[config.mk]
export PLATFORM = sky130hd
export DESIGN_NAME = stream_arbiter4
export DESIGN_NICKNAME = d
export VERILOG_FILES = /design/src/rtl/stream_arbiter4_pkg.sv /design/src/rtl/stream_arbiter4_mux4.sv /design/src/rtl/stream_arbiter4_rr_pick4.sv /design/src/rtl/stream_arbiter4.sv
export SDC_FILE = /design/constraint.sdc
export NUM_CORES = 1
export LEC_CHECK = 0
export CAP_MARGIN = 10
export CORE_MARGIN = 3
export CORE_UTILIZATION = 31
export DETAILED_ROUTE_END_ITERATION = 16
export PLACE_DENSITY = 0.81
export SYNTH_ARGS = -nofsm -noshare
export SYNTH_HDL_FRONTEND = slang
export SYNTH_SLANG_ARGS = --single-unit
[constraint.sdc]
create_clock -name clk -period 2.8 [get_ports clk]
set_input_delay 0.56 -clock clk [delete_from_list [all_inputs] [get_ports clk]]
set_output_delay 0.56 -clock clk [all_outputs]
set_load 0.01 [all_outputs]
[src/rtl/stream_arbiter4_pkg.sv]
// Shared definitions for the four-input round-robin stream arbiter.
// Holds the state encoding, the default data width and a pointer helper.
package stream_arbiter4_pkg;

    localparam int ARB_BITS = 32;

    typedef enum logic {
        ARB_IDLE = 1'b0,
        ARB_LOCK = 1'b1
    } arb_state_t;

    // The round-robin pointer moves to the channel after the one that just finished.
    function automatic logic [1:0] next_idx(input logic [1:0] idx);
        return idx + 2'd1;
    endfunction

endpackage

[src/rtl/stream_arbiter4_mux4.sv]
// Four-way data selector, addressed by a two-bit index.
module MUX4 #(
    parameter int W = 32
) (
    input  logic [1:0]   sel,
    input  logic [W-1:0] d0,
    input  logic [W-1:0] d1,
    input  logic [W-1:0] d2,
    input  logic [W-1:0] d3,
    output logic [W-1:0] y
);

    always_comb begin
        y = d0;
        case (sel)
            2'd0: y = d0;
            2'd1: y = d1;
            2'd2: y = d2;
            2'd3: y = d3;
            default: y = d0;
        endcase
    end

endmodule

[src/rtl/stream_arbiter4_rr_pick4.sv]
// Round-robin candidate search: the first valid channel starting at ptr,
// wrapping modulo 4.
module rr_pick4 (
    input  logic [3:0] valid,
    input  logic [1:0] ptr,
    output logic       any,
    output logic [1:0] idx
);

    logic [1:0] cand;
    logic [1:0] offset;

    // Walk from the farthest offset down so the nearest valid channel wins.
    always_comb begin
        any    = |valid;
        idx    = ptr;
        cand   = ptr;
        offset = 2'd0;
        for (int k = 3; k >= 0; k--) begin
            offset = 2'(k);
            cand   = ptr + offset;
            if (valid[cand]) begin
                idx = cand;
            end
        end
    end

endmodule

[src/rtl/stream_arbiter4.sv]
// Four-input round-robin stream arbiter with packet locking and a registered
// output stage; a granted channel keeps the output until its last beat.
module stream_arbiter4
    import stream_arbiter4_pkg::*;
#(
    parameter int BITS = ARB_BITS
) (
    input  logic            clk,
    input  logic            rst,
    input  logic [BITS-1:0] in0,
    input  logic [BITS-1:0] in1,
    input  logic [BITS-1:0] in2,
    input  logic [BITS-1:0] in3,
    input  logic            valid0,
    input  logic            valid1,
    input  logic            valid2,
    input  logic            valid3,
    input  logic            last0,
    input  logic            last1,
    input  logic            last2,
    input  logic            last3,
    output logic            ready0,
    output logic            ready1,
    output logic            ready2,
    output logic            ready3,
    output logic [BITS-1:0] out,
    output logic            out_last,
    output logic [1:0]      out_src,
    output logic            out_valid,
    input  logic            out_ready,
    output logic            arb_state,
    output logic [1:0]      arb_ptr
);

    // Handshake: a beat transfers on a rising edge where valid and ready are
    // both high. Producers hold data/last stable while valid && !ready; the
    // output register does the same while out_valid && !out_ready. Ready never
    // depends on data, only on valids, out_valid, out_ready, state and ptr.

    arb_state_t state;
    logic [1:0] ptr;
    logic [1:0] grant;

    logic [3:0] valid_vec;
    logic [3:0] ready_vec;
    logic       pick_any;
    logic [1:0] pick_idx;
    logic [1:0] sel_idx;
    logic       slot_free;
    logic       accept;
    logic [BITS:0] sel_beat;

    assign valid_vec = {valid3, valid2, valid1, valid0};

    rr_pick4 u_pick (
        .valid (valid_vec),
        .ptr   (ptr),
        .any   (pick_any),
        .idx   (pick_idx)
    );

    assign sel_idx   = (state == ARB_LOCK) ? grant : pick_idx;
    assign slot_free = !out_valid || out_ready;

    MUX4 #(
        .W (BITS + 1)
    ) u_mux (
        .sel (sel_idx),
        .d0  ({last0, in0}),
        .d1  ({last1, in1}),
        .d2  ({last2, in2}),
        .d3  ({last3, in3}),
        .y   (sel_beat)
    );

    // In LOCK the grantee sees ready even with valid low; the grant is never
    // pre-empted, so other channels wait.
    always_comb begin
        ready_vec = 4'b0000;
        if (!rst && slot_free && (state == ARB_LOCK || pick_any)) begin
            ready_vec[sel_idx] = 1'b1;
        end
    end

    assign {ready3, ready2, ready1, ready0} = ready_vec;
    assign accept = |(valid_vec & ready_vec);

    always_ff @(posedge clk) begin
        if (rst) begin
            state     <= ARB_IDLE;
            ptr       <= 2'd0;
            grant     <= 2'd0;
            out       <= '0;
            out_last  <= 1'b0;
            out_src   <= 2'd0;
            out_valid <= 1'b0;
        end else begin
            if (accept) begin
                out       <= sel_beat[BITS-1:0];
                out_last  <= sel_beat[BITS];
                out_src   <= sel_idx;
                out_valid <= 1'b1;
            end else if (out_valid && out_ready) begin
                out_valid <= 1'b0;
            end

            case (state)
                ARB_IDLE: begin
                    if (accept) begin
                        if (sel_beat[BITS]) begin
                            ptr <= next_idx(sel_idx);
                        end else begin
                            state <= ARB_LOCK;
                            grant <= sel_idx;
                        end
                    end
                end
                ARB_LOCK: begin
                    if (accept && sel_beat[BITS]) begin
                        state <= ARB_IDLE;
                        ptr   <= next_idx(grant);
                    end
                end
                default: state <= ARB_IDLE;
            endcase
        end
    end

    assign arb_state = state;
    assign arb_ptr   = ptr;

endmodule
=== Yosys cells after proc, flatten, opt, wreduce, memory -nomap -nowiden ===
Cells that the tools add are included.

* Flip-flop bits (word level): 41
* Logic and storage cells: 69
* Input bits: 139

* Reduce and logical (&&, ||, !) cells: 15
* Bitwise logic cells: 3
* Equal/unequal tests: 6
* Magnitude comparators: 6
* Add/sub/neg operators: 5
* Multiplexer cells: 27

{| class="wikitable"
|+ Operator list
! kind !! number
|-
| 33-bit one-hot mux with 4 select lines || 1
|-
| 2-bit two-way mux || 8
|-
| 2-bit by 3-bit < comparator with 1-bit output (second input constant) || 5
|-
| 1-bit two-way mux || 10
|-
| 1-bit binary-select mux with 2-bit select || 4
|-
| 4-bit OR reduction || 2
|-
| 2-bit by 1-bit adder with 2-bit output (second input constant) || 3
|-
| 3-bit AND reduction || 2
|-
| 1-bit logical AND || 5
|-
| 2-bit adder (second input constant) || 2
|-
| 4-bit AND || 1
|-
| 2-bit == test (second input constant) || 2
|-
| 4-bit two-way mux || 1
|-
| 2-bit inequality test (second input constant) || 2
|-
| 2-bit one-hot mux with 2 select lines || 1
|-
| 1-bit demux with 2-bit select || 1
|-
| 2-bit by 1-bit == test with 1-bit output (second input constant) || 1
|-
| 2-bit by 1-bit greater-or-equal comparator with 1-bit output (second input constant) || 1
|-
| 1-bit zero test || 2
|-
| 2-bit zero test || 1
|-
| 1-bit logical OR || 2
|-
| 2-bit by 1-bit inequality test with 1-bit output (second input constant) || 1
|-
| 1-bit inverter || 2
|-
| 1-bit one-hot mux with 2 select lines || 1
|-
| 2-bit nonzero test || 1
|}

=== Longest topological paths before layout ===
* Word-level depth: 18
* Gate-level depth with buffers: 14
* Depth with buffers taken out: 11

=== Modules after synthesis ===
A second synthesis with hierarchy kept.

* Cell total of the unflattened synthesis: 248
* Area, all modules: 2549.9 um^2

{| class="wikitable"
|+ Modules (own cells, without submodules)
! module !! area each (um^2) !! cells an instance !! instances
|-
| stream_arbiter4 || 1605.3 || 191 || 1
|-
| MUX4 || 844.6 || 41 || 1
|-
| rr_pick4 || 100.1 || 16 || 1
|}

=== Least setup slack after synthesis ===
OpenSTA, ideal clock, no wires.

* Kind: input -> register
* From: input valid0
* To: register ptr[0] (netlist: arb_ptr[0])
* Required time: 2.735 ns
* Path slack: 0.042 ns
* Arrival: 2.693 ns
* Setup time: 0.065 ns
* Stages: 12
* Cells stage by stage: nor2_1 a211oi_1 o221ai_1 a22oi_1 inv_1 ha_1 buf_2 a22o_1 a221oi_2 nand3b_1 mux2_1 nor2_1

* Word-level cells in the longest chain between the ends: 17

{| class="wikitable"
|+ Ends and longest elaborated chain
! item !! line !! RTL
|-
| from (decl) || stream_arbiter4.sv:14 || <nowiki>input logic valid0,</nowiki>
|-
| 1-bit binary-select mux with 2-bit select || stream_arbiter4_rr_pick4.sv:22 || <nowiki>if (valid[cand]) begin</nowiki>
|-
| 1-bit two-way mux (not written as such) || stream_arbiter4_rr_pick4.sv:22 ||
|-
| 2-bit two-way mux (3 in series) || stream_arbiter4_rr_pick4.sv:22 ||
|-
| 2-bit two-way mux * || stream_arbiter4_rr_pick4.sv:22 ||
|-
| 2-bit two-way mux * || stream_arbiter4.sv:62 || <nowiki>assign sel_idx = (state == ARB_LOCK) ? grant : pick_idx;</nowiki>
|-
| net sel_idx[1] || stream_arbiter4.sv:48 || <nowiki>logic [1:0] sel_idx;</nowiki>
|-
| 2-bit by 3-bit < comparator with 1-bit output (not written as such) or 2-bit by 1-bit greater-or-equal comparator with 1-bit output (tied branches) || stream_arbiter4.sv:81 || <nowiki>ready_vec[sel_idx] = 1'b1;</nowiki>
|-
| 1-bit logical AND (not written as such) || stream_arbiter4.sv:81 ||
|-
| 1-bit two-way mux (not written as such) || stream_arbiter4.sv:81 ||
|-
| 1-bit demux with 2-bit select || stream_arbiter4.sv:81 ||
|-
| 4-bit two-way mux || stream_arbiter4.sv:80 || <nowiki>if (!rst && slot_free && (state == ARB_LOCK || pick_any)) begin</nowiki>
|-
| 4-bit AND || stream_arbiter4.sv:86 || <nowiki>assign accept = |(valid_vec & ready_vec);</nowiki>
|-
| 4-bit OR reduction || stream_arbiter4.sv:86 ||
|-
| 1-bit logical AND || stream_arbiter4.sv:119 || <nowiki>if (accept && sel_beat[BITS]) begin</nowiki>
|-
| 2-bit by 1-bit inequality test with 1-bit output (no line) || - ||
|-
| 3-bit AND reduction (no line) * || - ||
|-
| to (signal assigned) || stream_arbiter4.sv:111 || <nowiki>ptr <= next_idx(sel_idx);</nowiki>
|-
| to (signal assigned) || stream_arbiter4.sv:121 || <nowiki>ptr <= next_idx(grant);</nowiki>
|-
| to (decl) || stream_arbiter4.sv:41 || <nowiki>logic [1:0] ptr;</nowiki>
|}

Mark *: on every way through the listed nets, which the timed path passes. The rest lies on a longest branch. The select of a mux whose other input is x is not followed.
A chain may end at the register's enable or synchronous reset.

=== Worst setup path in the final report ===
* From: input valid0
* To: register ptr[0] (netlist: arb_ptr[0])

* Word-level cells in the longest chain between the ends: 17

{| class="wikitable"
|+ Ends and longest elaborated chain
! item !! line
|-
| 1-bit binary-select mux with 2-bit select || stream_arbiter4_rr_pick4.sv:22
|-
| 1-bit two-way mux (not written as such) || stream_arbiter4_rr_pick4.sv:22
|-
| 2-bit two-way mux (3 in series) || stream_arbiter4_rr_pick4.sv:22
|-
| 2-bit two-way mux * || stream_arbiter4_rr_pick4.sv:22
|-
| 2-bit two-way mux * || stream_arbiter4.sv:62
|-
| net sel_idx[0] || stream_arbiter4.sv:48
|-
| 2-bit by 3-bit < comparator with 1-bit output (not written as such) or 2-bit by 1-bit greater-or-equal comparator with 1-bit output (tied branches) || stream_arbiter4.sv:81
|-
| 1-bit logical AND (not written as such) || stream_arbiter4.sv:81
|-
| 1-bit two-way mux (not written as such) || stream_arbiter4.sv:81
|-
| 1-bit demux with 2-bit select || stream_arbiter4.sv:81
|-
| 4-bit two-way mux || stream_arbiter4.sv:80
|-
| 4-bit AND || stream_arbiter4.sv:86
|-
| 4-bit OR reduction || stream_arbiter4.sv:86
|-
| 1-bit logical AND || stream_arbiter4.sv:119
|-
| 2-bit by 1-bit inequality test with 1-bit output (no line) || -
|-
| 3-bit AND reduction (no line) || -
|}

Marked as above.

==> results.yml <==
routing:
  routed_via_density: 5.307
  drc: 0
  drt_pass1_iterations: 6
  ant_nets: 0
  dr_total_vias: 3317
  routed_wl_um: 10170
  initialDrtViolationCount: 212
  wl_per_cell_um: 16.27
worst_setup_path:
  startpoint_type: "input pin"
  rrSetupSlack_ns: 0.20
  endpoint: "arb_ptr[0]$_SDFFE_PP0P_"
  worst-r2r-cell-count: 12
  reg2reg_from: "arb_ptr[1]$_SDFFE_PP0P_"
  cp_max_fo: 5
  setup.worst_path.end_class: "register"
  critPathKind: "input pin to register"
  worst-endpoint-required_ns: 3.02
  regToRegEndpoint: "arb_ptr[0]$_SDFFE_PP0P_"
  crit_start: "valid0"
  crit_arrival_ns: 2.93
timing:
  setup_violations: 0
  whs_ns: 0.4493
  hold_violations: 0
  skew_ns: 0.004321
  slew_headroom_pct: 70.63
  worst_slew_pin_slew_ns: 0.4405
  fmax_mhz: 369.1
  drv_slew: 0
  min_period_ns: 2.709
  fin_crit_sh_pct: 96.76
  fin_ws_ns: 0.09073
placement:
  io_buffer_count: 181
  globalplace.congestion: 0.8694
  place_hpwl_um: 7396
  preCtsSetupSlack_ns: -0.7878
  postPlaceCellArea_um2: 4413
power_and_ir_drop:
  clkPwrFrac_pct: 18.4
  p_leak_uw: 0.001735
  vdd_drop_max_mv: 0.1732
  p_sw_uw: 728.5
  total_power_uw: 2116
  power.density_nw_per_um2: 450.9
  swShare_pct: 34.43
  p_int_uw: 1387
  pwr-share-comb_pct: 49.5
  power_frac_seq_pct: 32.1
synthesis:
  syn_avg_cell_area_um2: 7.274
  synth_edf_count: 0
  yosysSeqAreaShare_pct: 33.99
  synth_area_um2: 2415
  ys_async_sr_fraction_pct: 0
  synth_nets: 476
  netlist_instances: 332
  synthFlopType: "dfxtp_1"
  synth.distinct_cells: 33
  yosysWarningCount: 0
  ys_ff_latch: 41
grt:
  grt.overflow.total: 0
  grt_max_degree: 42
  grt_pass1_vias: 3193
  grt_use_met1_pct: 25.16
  grt_busiest_layer: "met2"
  globalRouteMet2Util_pct: 39.54
  antenna_found_initial: 0
  grt_usage_pct: 22.21
  grt_pass1_wl_um: 15560
  use_met3_pct: 6.410
die:
  core_um2: 7408
  die_area_um2: 8885
  start_util_pct: 32.60
  ios: 182
  num_rows: 31
  chipWidth_um: 94.26
  die_h_um: 94.26
final_layout:
  design_area_um2: 4692
  synthToLayoutAreaGrowth_pct: 94.30
  drive_above_1_share_pct: 14.07
  finalNetCount: 670
  diodes: 0
clock_tree:
  cts.sinks: 41
  cts_max_level: 2
  clk_pin_slew_ns: 0.08
  clk_latency_ns: 0.29
  root_buffer: "clkbuf_8"
  cts_buffers: 5
  cts_buffer_depth: 2
  postCtsHoldBufs: 0
  cts_tree: "yes"
outcome:
  status: "finished, final reports clean"
worst_hold_path:
  worstHoldPathType: "register to register"
run:
  cap_viol_max_count: 0
## cell type report
| type | instances | area, um2 |
|---|---|---|
| fillers | 665 | 2716 |
| repair buffers | 217 | 2082 |
| multi-input cells | 254 | 1550 |
| flip-flops and latches | 41 | 823.3 |
| well taps | 99 | 123.9 |
| clock buffers | 7 | 86.33 |
| inverters | 7 | 26.28 |
## power groups by stage
stage / Sequential [uW] / Combinational, uW / Clock, uW
final: 680 / 1050 / 388
after global routing: 688 / 1140 / 424
after global placement: 688 / 924 / 0
after floorplan: 714 / 438 / 0
after detailed placement: 691 / 942 / 0
after CTS: 678 / 1010 / 400
## logic make-up after synthesis
kind of cell | after synthesis | synth area share [%]
simple gates | 125 | 21.45
compound gates | 120 | 33.78
buf+inv | 39 | 7.306
fa+ha+maj | 5 | 2.591
mux | 2 | 0.8808
flops | 41 | 33.99
## worst max-delay path, stage by stage
cell and delay, ns:
buf_4 0.14, buf_4 0.15, nor2b_1 0.12, o21ai_0 0.16
a41o_2 0.32, inv_2 0.09, ha_2 0.20, a22o_1 0.24
a221oi_4 0.25, buf_4 0.18, nand3b_1 0.14, mux2_4 0.31
nor2_1 0.07
## layout by cell type (no fill, tap or decap), drive strengths merged, types with 2 or more instances in the layout
| master | synthesis | final |
|---|---|---|
| buf | 13 | 39 |
| nand3 | 2 | 2 |
| dfxtp | 41 | 41 |
| o21ai | 37 | 37 |
| clkdlybuf4s50 | 0 | 172 |
| clkdlybuf4s15 | 0 | 2 |
| inv | 7 | 7 |
| nand2 | 98 | 98 |
| and2 | 5 | 5 |
| ha | 5 | 5 |
| a211oi | 5 | 5 |
| nor2 | 11 | 13 |
| nand2b | 2 | 2 |
| a21oi | 37 | 37 |
| dlygate4sd2 | 0 | 2 |
| clkbuf | 19 | 9 |
| a222oi | 33 | 33 |
| nor2b | 4 | 4 |
## flip-flops by register name (all words and copies together), names as in the netlist
register and flops:
out 32, arb_ptr 2, grant 2, out_src 2, arb_state 1, out_last 1
out_valid 1
## metal layers
layer  vias up  part of all wire (%)
met3        24                   9.0
met5         -                     0
met2       182                    51
li1       1590                     -
met1      1521                    38
met4         0                   2.6
## synth_stat cells (all sizes together) (2+ instances only)
cell / count / area [um2]
a211oi: 5 / 42.54
a21oi: 37 / 185.2
a222oi: 33 / 330.3
and2: 5 / 31.28
buf: 13 / 78.83
clkbuf: 19 / 71.32
dfxtp: 41 / 820.8
ha: 5 / 62.56
inv: 7 / 26.28
nand2: 98 / 367.9
nand2b: 2 / 12.51
nand3: 2 / 10.01
nor2: 11 / 41.29
nor2b: 4 / 25.02
o21ai: 37 / 185.2
## through the flow
stage               cells  utilization [%]  TNS [ns]
floorplan             332                -         0
global placement      606            59.57    -23.28
detailed placement    606            59.57    -28.66
CTS                   620            62.37         0
global route          625            63.33  -0.01133
finish                625            63.33         0
## how the worst min path moves through the flow
stage / to / slack [ns] / start / depth (start not counted)
after floorplan: grant[1]$_SDFFE_PP0P_ / 0.45 / grant[1]$_SDFFE_PP0P_ / 2
after global placement: out[7]$_SDFFE_PP0P_ / 0.44 / out[7]$_SDFFE_PP0P_ / 2
after detailed placement: out[16]$_SDFFE_PP0P_ / 0.44 / out[16]$_SDFFE_PP0P_ / 2
after CTS: out[16]$_SDFFE_PP0P_ / 0.45 / out[16]$_SDFFE_PP0P_ / 2
after global routing: out[7]$_SDFFE_PP0P_ / 0.47 / out[7]$_SDFFE_PP0P_ / 2
final: out[1]$_SDFFE_PP0P_ / 0.45 / out[1]$_SDFFE_PP0P_ / 2
## what timing repair did
action                     4_1_cts  5_1_grt
resized for setup               36       16
gates cloned                     2        0
setup endpoints to repair       45       45
pin swaps                        7       11
buffers inserted                 6        6
No activity file was read; power rests on OpenSTA's default activity.
